[src/rtl/fphub_pkg.sv]
// fphub_pkg: special-case codes and magnitude patterns shared by the FPHUB multiplier blocks.
package fphub_pkg;

    typedef enum logic [2:0] {
        CASE_NONE   = 3'd0,
        CASE_INF_P  = 3'd1,
        CASE_INF_N  = 3'd2,
        CASE_ZERO_P = 3'd3,
        CASE_ZERO_N = 3'd4,
        CASE_ONE_P  = 3'd5,
        CASE_ONE_N  = 3'd6
    } special_case_t;

    localparam int SPECIAL_CASES = 7;

    // FPHUB infinity is the all-ones magnitude, not IEEE exp-all-ones/mant-zero.
    function automatic logic [63:0] fphub_inf(input int e, input int m);
        return (64'd1 << (e + m)) - 64'd1;
    endfunction

    function automatic logic [63:0] fphub_one(input int e, input int m);
        return 64'd1 << (e + m - 1);
    endfunction

endpackage

[src/rtl/fphub_special_classify.sv]
// fphub_special_classify: maps one FPHUB operand onto its special-case code.
module fphub_special_classify
    import fphub_pkg::*;
#(
    parameter int M = 23,
    parameter int E = 8
) (
    input  logic [E+M:0]   op,
    output special_case_t  code
);

    localparam int MW = E + M;
    localparam logic [MW-1:0] INF = MW'(fphub_inf(E, M));
    localparam logic [MW-1:0] ONE = MW'(fphub_one(E, M));

    logic [MW-1:0] mag;
    logic          sign;

    assign mag  = op[MW-1:0];
    assign sign = op[MW];

    always_comb
        code = mag == INF      ? (sign ? CASE_INF_N  : CASE_INF_P)  :
               mag == '0       ? (sign ? CASE_ZERO_N : CASE_ZERO_P) :
               mag == ONE      ? (sign ? CASE_ONE_N  : CASE_ONE_P)  :
                                 CASE_NONE;

endmodule

[src/rtl/fphub_mult_special_pipe.sv]
// fphub_mult_special_pipe: elastic multi-lane special-case resolver for the FPHUB multiplier.
// Stage 0 holds classified codes plus operands; the last stage holds the resolved product.
module fphub_mult_special_pipe
    import fphub_pkg::*;
#(
    parameter int M                = 23,
    parameter int E                = 8,
    parameter int LANES            = 1,
    parameter int STAGES           = 2,
    parameter int INF_ZERO_INVALID = 0,
    parameter int CNT_W            = 16
) (
    input  logic                       clk,
    input  logic                       rst,
    input  logic                       in_valid,
    output logic                       in_ready,
    input  logic [LANES*(E+M+1)-1:0]   x,
    input  logic [LANES*(E+M+1)-1:0]   y,
    output logic                       out_valid,
    input  logic                       out_ready,
    output logic [LANES*(E+M+1)-1:0]   special_result,
    output logic [LANES-1:0]           special_flag,
    output logic [LANES-1:0]           invalid,
    input  logic                       cnt_clear,
    output logic [CNT_W-1:0]           special_count
);

    localparam int W  = E + M + 1;
    localparam int MW = E + M;
    localparam int P  = STAGES - 1;
    localparam int SW = CNT_W + $clog2(LANES + 1);
    localparam logic [MW-1:0]    INF  = MW'(fphub_inf(E, M));
    localparam logic [MW-1:0]    ZERO = '0;
    localparam logic [CNT_W-1:0] MAXC = '1;

    logic [STAGES-1:0]    v;
    logic [STAGES-1:0]    ld;
    logic [LANES*W-1:0]   sx [P];
    logic [LANES*W-1:0]   sy [P];
    logic [3*LANES-1:0]   scx [P];
    logic [3*LANES-1:0]   scy [P];
    logic [3*LANES-1:0]   cx_in, cy_in;
    logic [LANES*W-1:0]   res_c;
    logic [LANES-1:0]     flag_c, inv_c;
    logic [SW-1:0]        sum;

    for (genvar l = 0; l < LANES; l++) begin : g_lane
        special_case_t cxn, cyn, cx, cy;
        logic [W-1:0]  ox, oy;
        logic          xi, yi, xz, yz, xo, yo;
        fphub_special_classify #(.M(M), .E(E)) u_cx (.op(x[l*W +: W]), .code(cxn));
        fphub_special_classify #(.M(M), .E(E)) u_cy (.op(y[l*W +: W]), .code(cyn));
        assign cx_in[3*l +: 3] = cxn;
        assign cy_in[3*l +: 3] = cyn;
        assign cx = special_case_t'(scx[P-1][3*l +: 3]);
        assign cy = special_case_t'(scy[P-1][3*l +: 3]);
        assign ox = sx[P-1][l*W +: W];
        assign oy = sy[P-1][l*W +: W];
        assign xi = cx == CASE_INF_P  || cx == CASE_INF_N;
        assign yi = cy == CASE_INF_P  || cy == CASE_INF_N;
        assign xz = cx == CASE_ZERO_P || cx == CASE_ZERO_N;
        assign yz = cy == CASE_ZERO_P || cy == CASE_ZERO_N;
        assign xo = cx == CASE_ONE_P  || cx == CASE_ONE_N;
        assign yo = cy == CASE_ONE_P  || cy == CASE_ONE_N;
        // Sign is always the XOR, even when the lane is not special.
        assign res_c[l*W +: W] = {ox[W-1] ^ oy[W-1],
                                  xi || yi ? INF : xz || yz ? ZERO :
                                  xo ? oy[MW-1:0] : yo ? ox[MW-1:0] : ZERO};
        assign flag_c[l] = xi || yi || xz || yz || xo || yo;
        assign inv_c[l]  = INF_ZERO_INVALID != 0 && ((xi && yz) || (xz && yi));
    end

    // A stage loads when empty or when the stage after it can take its content.
    always_comb begin
        logic rdy;
        rdy = out_ready;
        for (int i = STAGES - 1; i >= 0; i--) begin
            ld[i] = !v[i] || rdy;
            rdy   = ld[i];
        end
    end

    assign in_ready  = ld[0];
    assign out_valid = v[STAGES-1];

    always_ff @(posedge clk) begin
        if (rst) begin
            v              <= '0;
            special_result <= '0;
            special_flag   <= '0;
            invalid        <= '0;
            for (int i = 0; i < P; i++) begin
                sx[i]  <= '0;
                sy[i]  <= '0;
                scx[i] <= '0;
                scy[i] <= '0;
            end
        end else begin
            if (ld[0]) begin
                v[0]   <= in_valid;
                sx[0]  <= x;
                sy[0]  <= y;
                scx[0] <= cx_in;
                scy[0] <= cy_in;
            end
            for (int i = 1; i < P; i++) begin
                if (ld[i]) begin
                    v[i]   <= v[i-1];
                    sx[i]  <= sx[i-1];
                    sy[i]  <= sy[i-1];
                    scx[i] <= scx[i-1];
                    scy[i] <= scy[i-1];
                end
            end
            if (ld[STAGES-1]) begin
                v[STAGES-1]    <= v[STAGES-2];
                special_result <= res_c;
                special_flag   <= flag_c;
                invalid        <= inv_c;
            end
        end
    end

    assign sum = SW'(special_count) + SW'($countones(special_flag));

    always_ff @(posedge clk) begin
        if (rst || cnt_clear)
            special_count <= '0;
        else if (out_valid && out_ready)
            special_count <= sum > SW'(MAXC) ? MAXC : sum[CNT_W-1:0];
    end

endmodule

[config.mk]
export PLATFORM = sky130hd
export DESIGN_NAME = fphub_mult_special_pipe
export DESIGN_NICKNAME = d
export VERILOG_FILES = /design/src/rtl/fphub_pkg.sv /design/src/rtl/fphub_special_classify.sv /design/src/rtl/fphub_mult_special_pipe.sv
export SDC_FILE = /design/constraint.sdc
export NUM_CORES = 1
export LEC_CHECK = 0
export CELL_PAD_IN_SITES_DETAIL_PLACEMENT = 1
export CELL_PAD_IN_SITES_GLOBAL_PLACEMENT = 2
export CORE_MARGIN = 3
export CORE_UTILIZATION = 34
export CTS_CLUSTER_SIZE = 20
export DETAILED_ROUTE_END_ITERATION = 10
export PLACE_DENSITY = 0.83
export SLEW_MARGIN = 15
export SYNTH_ARGS = -nofsm -noshare
export SYNTH_HDL_FRONTEND = slang
export SYNTH_SLANG_ARGS = --single-unit
[constraint.sdc]
create_clock -name clk -period 4 [get_ports clk]
set_clock_uncertainty 0.1 [all_clocks]
set_input_delay 0.8 -clock clk [delete_from_list [all_inputs] [get_ports clk]]
set_output_delay 0.8 -clock clk [all_outputs]
set_load 0.02 [all_outputs]
# Word-level counts from Yosys, hierarchy flattened
# Memories as Yosys holds them, arrays and structs flattened.
# Index checks and enable logic that the tools add are counted.
totals:
  elab_cells: 82
  out_inout_bits: 52
  regBits: 51
  input_bits: 69
  n_memories: 4
  mem_bits_rw: 70
mem_list:
  columns: ["memory", "depth", "width", "read_ports", "rd_clocked_by_memory_dff", "write_ports", "line_no", "source"]
  rows:
  - ["sx", 1, 32, 1, 0, 1, "fphub_mult_special_pipe.sv:38", "logic [LANES*W-1:0] sx [P];"]
  - ["sy", 1, 32, 1, 0, 1, "fphub_mult_special_pipe.sv:39", "logic [LANES*W-1:0] sy [P];"]
  - ["scx", 1, 3, 1, 0, 1, "fphub_mult_special_pipe.sv:40", "logic [3*LANES-1:0] scx [P];"]
  - ["scy", 1, 3, 1, 0, 1, "fphub_mult_special_pipe.sv:41", "logic [3*LANES-1:0] scy [P];"]
classes:
  addsub: 1
  reduce_logical: 24
  order_cmp: 1
  eq_ne: 16
  n_bitwise: 1
  muxes: 30
op_table:
  columns: ["operator", "n"]
  rows:
  - ["equality test 31 bit (second input constant)", 4]
  - ["two-way mux 31 bit", 4]
  - ["two-way mux 32 bit", 2]
  - ["OR reduction 32 bit", 2]
  - ["zero test 31 bit", 2]
  - ["two-way mux 3 bit", 10]
  - ["equality test 3 bit (second input constant)", 6]
  - ["adder 16 x 1 -> 17 bit", 1]
  - ["greater-than comparator 17 x 16 -> 1 bit (second input constant)", 1]
  - ["two-way mux 16 bit", 1]
  - ["logical OR 1 bit", 15]
  - ["equality test 3 x 2 -> 1 bit (second input constant)", 4]
  - ["two-way mux 1 bit", 9]
  - ["two-way mux 2 bit", 4]
  - ["equality test 3 x 1 -> 1 bit (second input constant)", 2]
  - ["OR reduction 3 bit", 2]
  - ["zero test 1 bit", 2]
  - ["logical AND 1 bit", 1]
  - ["bitwise XOR 1 bit", 1]

# Longest topological paths before layout
# Gate-level depths: netlist (run 1).
logic_depth:
  word_depth: 8
  mapped_depth: 6
  mapped_depth_nobuf: 5

# By module
# A second synthesis (run 1) with hierarchy kept.
hier_totals:
  cells_unflattened: 587
  hier_area_um2: 5870.6
modules_own_cells:
  columns: ["mod", "instances", "area_per_inst_um2", "seq_area_each_um2", "cells_each"]
  rows:
  - ["fphub_mult_special_pipe", 1, 5520.3, 3123.0, 527]
  - ["fphub_special_classify", 2, 175.2, 0.0, 30]

# Worst setup path after synthesis (run 1)
# No wires, ideal clock.
synth_timing:
  path_kind: "input-to-reg"
  startpoint: "in rst"
  endpoint: "mem scx[0][0] (netlist bit) (enable)"
  t_required_ns: 2.994
  arrival_ns: 2.791
  path_slack_ns: 0.203
  n_path_buf: 1
  setup_time_ns: 0.906
  path_stages: 3
  cell_sequence: "inv_1 -> clkbuf_1 -> nand3_1"
synth_between:
  elab_chain_cells: 4
  word_cells_on_any_way: 6
  cone_classes: "mux (5); reduce/logical (1)"
synth_rtl:
  columns: ["element", "line_no", "source"]
  rows:
  - ["from (decl)", "fphub_mult_special_pipe.sv:14", "input logic rst,"]
  - ["two-way mux 1 bit", "fphub_mult_special_pipe.sv:87", "if (rst) begin"]
  - ["two-way mux 1 bit (implied by the code)", "fphub_mult_special_pipe.sv:103", "scx[0] <= cx_in;"]
  - ["OR reduction 3 bit (no source line)", null, null]
  - ["two-way mux 1 bit (no source line) *", null, null]
  - ["to (decl)", "fphub_mult_special_pipe.sv:40", null]
# Every way passes the cells marked *; elsewhere a longest branch is shown, timed or not.

# Final worst setup path (run 1)
layout_timing:
  startpoint: "in out_ready"
  endpoint: "out in_ready"
layout_between:
  elab_chain_cells: 2
layout_rtl:
  columns: ["element", "line_no", "source"]
  rows:
  - ["from (decl)", "fphub_mult_special_pipe.sv:20", "input logic out_ready,"]
  - ["logical OR 1 bit (2 in a row)", "fphub_mult_special_pipe.sv:78", "ld[i] = !v[i] || rdy;"]
  - ["to (decl)", "fphub_mult_special_pipe.sv:16", "output logic in_ready,"]
# No other way between the ends.

==> metrics.md, run 1 <==
| Metric | Value |
|---|---|
| Ranking of synthesized cells by area | `edfxtp_1 37%, dfxtp_1 18%, a221oi_2 7.8%` |
| Highest clock rate | `around 300 MHz` |
| FF-to-FF End | `special_result[3]` |
| Leading cell type in the layout, fill and taps excluded | `clkdlybuf4s50_1` |
| Flop2flop setup slack | `roughly 1700 ps` |
| Post-CTS Setup Inserts | `0` |
| DR iter-0 viols | `roughly 280` |
| Worst slack, placed | `approximately 650 ps` |
| Area of placed instances | `roughly 7100 µm²` |
| Worst path buffer plus inverter count | `2` |
| DP Wirelength | `around 11000 µm` |
| H-tree Lvls | `4` |
| Critical path class | `in2out` |
| # hold bufs at CTS | `0` |
| Post-synthesis sequential area ratio | `~54%` |
| Pleak | `approximately 2.7 nW` |
| Worst vdd ir | `between 0.0003 and 0.0004 V` |
| Final nets | `between 600 and 700` |
| HP Class | `reg2reg` |
| Synthesized net count | `roughly 540` |
| Min Tclk post-route | `3340 ps` |
| Total gr overflow | `0` |
| Num CTS Buffers | `17` |
| CP Cell Sequence | `clkdlybuf4s50_1, and2b_1, nand2_1, clkdlybuf4s50_1` |
| CP endpoint kind | `output port` |
| RSZ-0062 raised after global routing | `false` |
| Slowest CP cell | `clkdlybuf4s50_1` |
| Clock slew seen by the registers of the worst setup and hold paths | `50 ps` |
| Mean area per synthesized cell | `roughly 12 µm²` |
| Worst Path Required | `approximately 3100 ps` |
| First-pass GRT wire length | `around 25000 µm` |
| Fill cells | `1743` |
| # IOs | `121` |
| Final wirelength | `between 15000 and 20000 µm` |
| Wire per inst | `slightly below 20 µm` |
| Site Rows | `46` |
| Family with the most delay on the worst path | `buffers and inverters` |
| Worst path depth | `4` |
| Final Hold Fails | `0` |
| Clock Tree Root | `clkbuf_16` |
| Drt drc | `0` |
| Distinct cells, synth | `between 40 and 50` |
| Pin count of the biggest net entering global routing | `71` |
| Most frequent cells in the layout | `119 x clkdlybuf4s50_1, 70 x edfxtp_1, 65 x and2_1, 51 x dfxtp_1, 30 x a221oi_2` |
| Longest Clk Path Bufs | `2` |
| Setup WS post-layout | `~660 ps` |
| Worst R2R Path Depth | `4` |
| Vias | `roughly 4300` |
| Worst R2R Start | `scx[0][1]` |
| Final Cycle Share | `between 80% and 90%` |
| Die width | `136 µm` |
| Cell area after synthesis | `5750 µm²` |
| Synthesized instance count | `between 400 and 500` |
| Die footprint | `between 15000 and 20000 µm²` |
| Worst-path maximum fanout | `7` |
| Starting density of the core | `between 30% and 40%` |
| Overall Global Routing Usage | `17.7%` |
| IO buf count | `between 100 and 150` |
| Hold Startpoint | `special_result[15]` |
| Core area | `between 15000 and 20000 µm²` |
| DRT antenna net count | `0` |
| CP Data Arrival Time | `~2400 ps` |
| Async set-reset flop share out of synthesis | `0%` |
| Post-synth EDFFs | `70` |
| Setup TNS | `0 ps` |
| Clk sinks | `between 100 and 150` |
| Worst setup path endpoint | `in_ready` |
| YS warnings | `0` |
| Slew HR | `between 20% and 30%` |
| DR vias/cell | `approximately 5.3` |
| Multi-input logic area | `approximately 2400 µm²` |
| Initial antenna violation count | `0` |
| Router iterations before antenna repair | `5` |
| Setup-failing EPs final | `0` |
| Latest clock arrival within the worst-skew pair | `410 ps` |
| Leading area contributor after synthesis | `edfxtp_1` |
| Synth-to-Final Area Change | `33.9%` |
| Design area | `about 7700 µm²` |
| Critical path's most frequent cell | `clkdlybuf4s50_1` |
| Worst setup path start | `out_ready` |
| Final Max Slew Viols | `0` |
| Sequential cell area | `between 3000 and 4000 µm²` |
| Max cap viols | `0` |
| Share of layout cells above drive strength 1 | `approximately a fifth` |
| Yosys top cell area share | `a little over a third` |
| Vias in the first global route | `4689` |
| Critical Path Start Type | `primary input` |
| Worst-Margin Slew | `around 1100 ps` |
| Die height | `roughly 140 µm` |
| TritonCTS clock tree | `yes` |
| # resized after CTS | `0` |
| #FFs+latches synth | `121` |
| PwrDens | `between 400 and 500 nW/µm²` |
| Status | `finished, final reports clean` |
| RD Place Congestion | `slightly above 0.8` |
| Predominant post-synthesis flop cell | `edfxtp_1` |
| Worst stage delay on the critical path | `approximately 600 ps` |
| N_diodes | `0` |
| Design Power | `3.23 mW` |
==> cell families (layout without fill, tap and decap cells) <==
logic type               after synthesis  in the layout  share of synthesized area [%]
AO/OA/AOI/OAI                         81             81                           14.0
XOR/XNOR                              13             13                           2.11
adder cells (fa/ha/maj)                2              2                          0.435
buffers and inverters                 36            164                           4.04
flip-flops                           121            121                           54.3
multiplexers                           2              2                          0.348
other                                  1              1                         0.0652
AND/OR/NAND/NOR                      215            215                           24.8
==> cells in the mapped netlist (7+ instances only) <==
master,instances
xnor2_1,9
nand2_1,11
nor3_2,17
o21ai_0,16
nor3_1,7
nor2_1,28
a21oi_1,14
nand3_1,14
dfxtp_1,51
and2_1,66
nor4_2,15
nor4_1,22
clkbuf_1,12
edfxtp_1,70
a221oi_2,30
nand4_1,18
==> area by class of cell <==
cell class / instances / share of cell area (%)
multi-input combinational: 314 / 31.5
clock inverter: 7 / 1.51
tap: 216 / 3.51
timing repair buffer: 127 / 16.4
inverter: 6 / 0.292
clock buffer: 24 / 6.25
sequential: 121 / 40.5
==> routing by layer <==
| metal | part of all wire [%] | vias to the layer above | track usage, % |
|---|---|---|---|
| met1 | 43 | 2150 | 22.2 |
| met5 | 0 | - | 0 |
| met3 | 4.7 | 19 | 3.70 |
| met4 | 1.8 | 0 | 7.00 |
| li1 | - | 2037 | - |
| met2 | 50 | 123 | 30.0 |
==> through the flow <==
step	std cells	hold WS, ps	utilization (%)
after detailed placement	784	436	43.8
after floorplan	471	410	-
final	815	435	47.5
after global routing	815	468	47.5
after CTS	815	443	47.5
after global placement	784	414	43.8
==> tightest hold or removal path, delay by kind of cell, from the launching register on <==
family | cells | cell delay (ps)
DFF | 1 | 310
and+or+nand+nor | 2 | 180
==> power breakdown <==
part / internal, mW / total, mW / switching [mW] / leakage (nW)
Clock: 1.02 / 1.56 / 0.531 / 0.290
Sequential: 1.37 / 1.40 / 0.0292 / 1.23
Combinational: 0.134 / 0.272 / 0.139 / 1.15
==> sequential cells by signal, indices dropped and copies added, names as in the netlist <==
| register | count |
|---|---|
| scx | 3 |
| sx | 32 |
| special_count | 16 |
| sy | 32 |
| special_flag | 1 |
| special_result | 32 |
| scy | 3 |
| v | 2 |
==> worst min path at each step <==
stage	end	slack (ps)	depth (start not counted)
floorplan	v[1]	410	2
global route	special_result[11]	470	2
global placement	special_count[12]	410	2
detailed placement	special_result[15]	440	2
finish	special_result[15]	440	2
CTS	special_result[15]	440	2
Note: power is estimated with default switching activity, not from simulation.
==> run 2: changes to the inputs <==
- CORE_UTILIZATION: 34 -> 30
- PLACE_DENSITY: 0.83 -> 0.78
- clock period: 4 -> 3 ns (I/O delays scaled with it)
==> metrics.md, run 2 (synthesis gave the netlist of run 1 again) <==
| Metric | Value |
|---|---|
| Final cell count without fillers | `840 (was 815)` |
| Final Max Slew Viols | `0 (unchanged)` |
| Setup TNS | `0 ps (unchanged)` |
| Status | `finished, final reports clean (unchanged)` |
| Vias | `4356 (was 4329)` |
| DR vias/cell | `5.19 (was 5.31)` |
| Clk sinks | `121 (unchanged)` |
| Die height | `144 µm (was 136 µm)` |
| Overall Global Routing Usage | `16.1% (was 17.7%)` |
| CP Data Arrival Time | `1980 ps (was 2440 ps)` |
| Pin count of the biggest net entering global routing | `71 (unchanged)` |
| Design Power | `4.19 mW (was 3.23 mW)` |
| Drt drc | `0 (unchanged)` |
| Die footprint | `20900 µm² (was 18500 µm²)` |
| Worst-path maximum fanout | `2 (was 7)` |
| DP Wirelength | `11900 µm (was 11500 µm)` |
| # hold bufs at CTS | `0 (unchanged)` |
| Worst Path Required | `2300 ps (was 3100 ps)` |
| CP endpoint kind | `output port (unchanged)` |
| # IOs | `121 (unchanged)` |
| Clock Tree Root | `clkbuf_16 (unchanged)` |
| TritonCTS clock tree | `yes (unchanged)` |
| Wire per inst | `19.6 µm (was 19.7 µm)` |
| Worst stage delay on the critical path | `610 ps (about the same)` |
| Synth-to-Final Area Change | `35.1% (was 33.9%)` |
| Router iterations before antenna repair | `4 (was 5)` |
| Critical Path Start Type | `primary input (unchanged)` |
| IO buf count | `119 (unchanged)` |
| Dpl cells | `808 (was 784)` |
| Final Hold Fails | `0 (unchanged)` |
| Family with the most delay on the worst path | `buffers and inverters (unchanged)` |
| Most frequent cells in the layout | `119 x clkdlybuf4s50_1, 70 x edfxtp_1, 65 x and2_1, 51 x dfxtp_1, 30 x a221oi_2 (unchanged)` |
| RD Place Congestion | `0.833 (was 0.828)` |
| RSZ-0062 raised after global routing | `false (unchanged)` |
| Area of placed instances | `7200 µm² (was 7110 µm²)` |
| Site Rows | `50 (was 46)` |
| Sequential cell area | `3120 µm² (unchanged)` |
| CP Cell Sequence | `clkdlybuf4s50_1, and2b_1, nand2_1, clkdlybuf4s50_1 (unchanged)` |
| Design area | `7780 µm² (was 7700 µm²)` |
| Worst path buffer plus inverter count | `2 (unchanged)` |
| Num CTS Buffers | `17 (unchanged)` |
| HP Class | `reg2reg (unchanged)` |
| Clock slew seen by the registers of the worst setup and hold paths | `50 ps (about the same)` |
| Starting density of the core | `30.7% (was 35.5%)` |
| Initial antenna violation count | `0 (unchanged)` |
| H-tree Lvls | `4 (unchanged)` |
| Final wirelength | `16400 µm (was 16000 µm)` |
| Total gr overflow | `0 (unchanged)` |
| Worst-Margin Slew | `652 ps (was 1080 ps)` |
| Slew HR | `56.1% (was 28.0%)` |
| Share of layout cells above drive strength 1 | `19.8% (was 18.7%)` |
| Core area | `18800 µm² (was 16200 µm²)` |
| PwrDens | `539 nW/µm² (was 419 nW/µm²)` |
| Pleak | `2.70 nW (was 2.67 nW)` |
| Worst vdd ir | `0.000342 V (was 0.000300 V)` |
| Critical path's most frequent cell | `clkdlybuf4s50_1 (unchanged)` |
| Largest registers | `special_result x32, sx x32, sy x32 (unchanged)` |
| Final nets | `664 (was 658)` |
| Multi-input logic area | `2420 µm² (was 2430 µm²)` |
| DR iter-0 viols | `257 (was 283)` |
| Post-CTS Setup Inserts | `0 (unchanged)` |
| Latest clock arrival within the worst-skew pair | `410 ps (about the same)` |
| Leading cell type in the layout, fill and taps excluded | `clkdlybuf4s50_1 (unchanged)` |
| Vias in the first global route | `4644 (was 4689)` |
| Critical path class | `in2out (unchanged)` |
| Slowest CP cell | `clkdlybuf4s50_1 (unchanged)` |
| N_diodes | `0 (unchanged)` |
| Max cap viols | `0 (unchanged)` |
| Final Cycle Share | `between 80% and 90%` |
| Longest Clk Path Bufs | `2 (unchanged)` |
| Fill cells | `1988 (was 1743)` |
| DRT antenna net count | `0 (unchanged)` |
| Highest clock rate | `around 370 MHz` |
| Die width | `144 µm (was 136 µm)` |
| First-pass GRT wire length | `25700 µm (was 25200 µm)` |
| # resized after CTS | `0 (unchanged)` |
| Min Tclk post-route | `~2700 ps` |
| Setup-failing EPs final | `0 (unchanged)` |
[run 2: worst paths after layout]
check                                   startpoint                 end  slack (ps)  cells past startpoint
worst min register to register  special_result[16]  special_result[16]         430                      2
worst max register to register           scx[0][1]   special_result[3]        1000                      5
worst max-delay path                     out_ready            in_ready         320                      4
worst min-delay path            special_result[16]  special_result[16]         430                      2
[run 2: final cells by class]
cell class              count  area share (%)
flip-flops and latches    121            40.2
multi-input cells         314            31.1
repair buffers            133            17.3
clock buffers              19            5.70
well taps                 234            3.77
clock inverters            13            1.66
inverters                   6           0.290
[run 2: where the power goes]
group | switching, mW | leakage (nW) | internal [mW]
Clock | 0.720 | 0.278 | 1.23
Sequential | 0.0397 | 1.23 | 1.83
Combinational | 0.186 | 1.20 | 0.185
Total | 0.946 | 2.70 | 3.25
[run 2: worst reg2reg max path: cells and delay by family, from the launching register on]
| family | cells | cell delay, ps |
|---|---|---|
| simple gates | 2 | 680 |
| flops | 1 | 450 |
| xor+xnor | 1 | 320 |
| buf+inv | 1 | 260 |
| compound gates | 1 | 120 |
[run 2: routing by layer]
layer / track usage, % / wire length [µm] / up-vias
li1: - / - / 2050
met1: 21.2 / 7270 / 2161
met5: 0 / 0 / -
met4: 5.30 / 133 / 0
met2: 26.4 / 8170 / 136
met3: 3.34 / 864 / 9
[run 2: per-stage QoR]
stage | util (%) | hold slack, ps | setup slack [ps]
floorplan | - | 420 | 282
global placement | 38.4 | 421 | 332
detailed placement | 38.4 | 427 | 315
CTS | 41.4 | 435 | 304
global route | 41.4 | 468 | 253
finish | 41.4 | 429 | 318
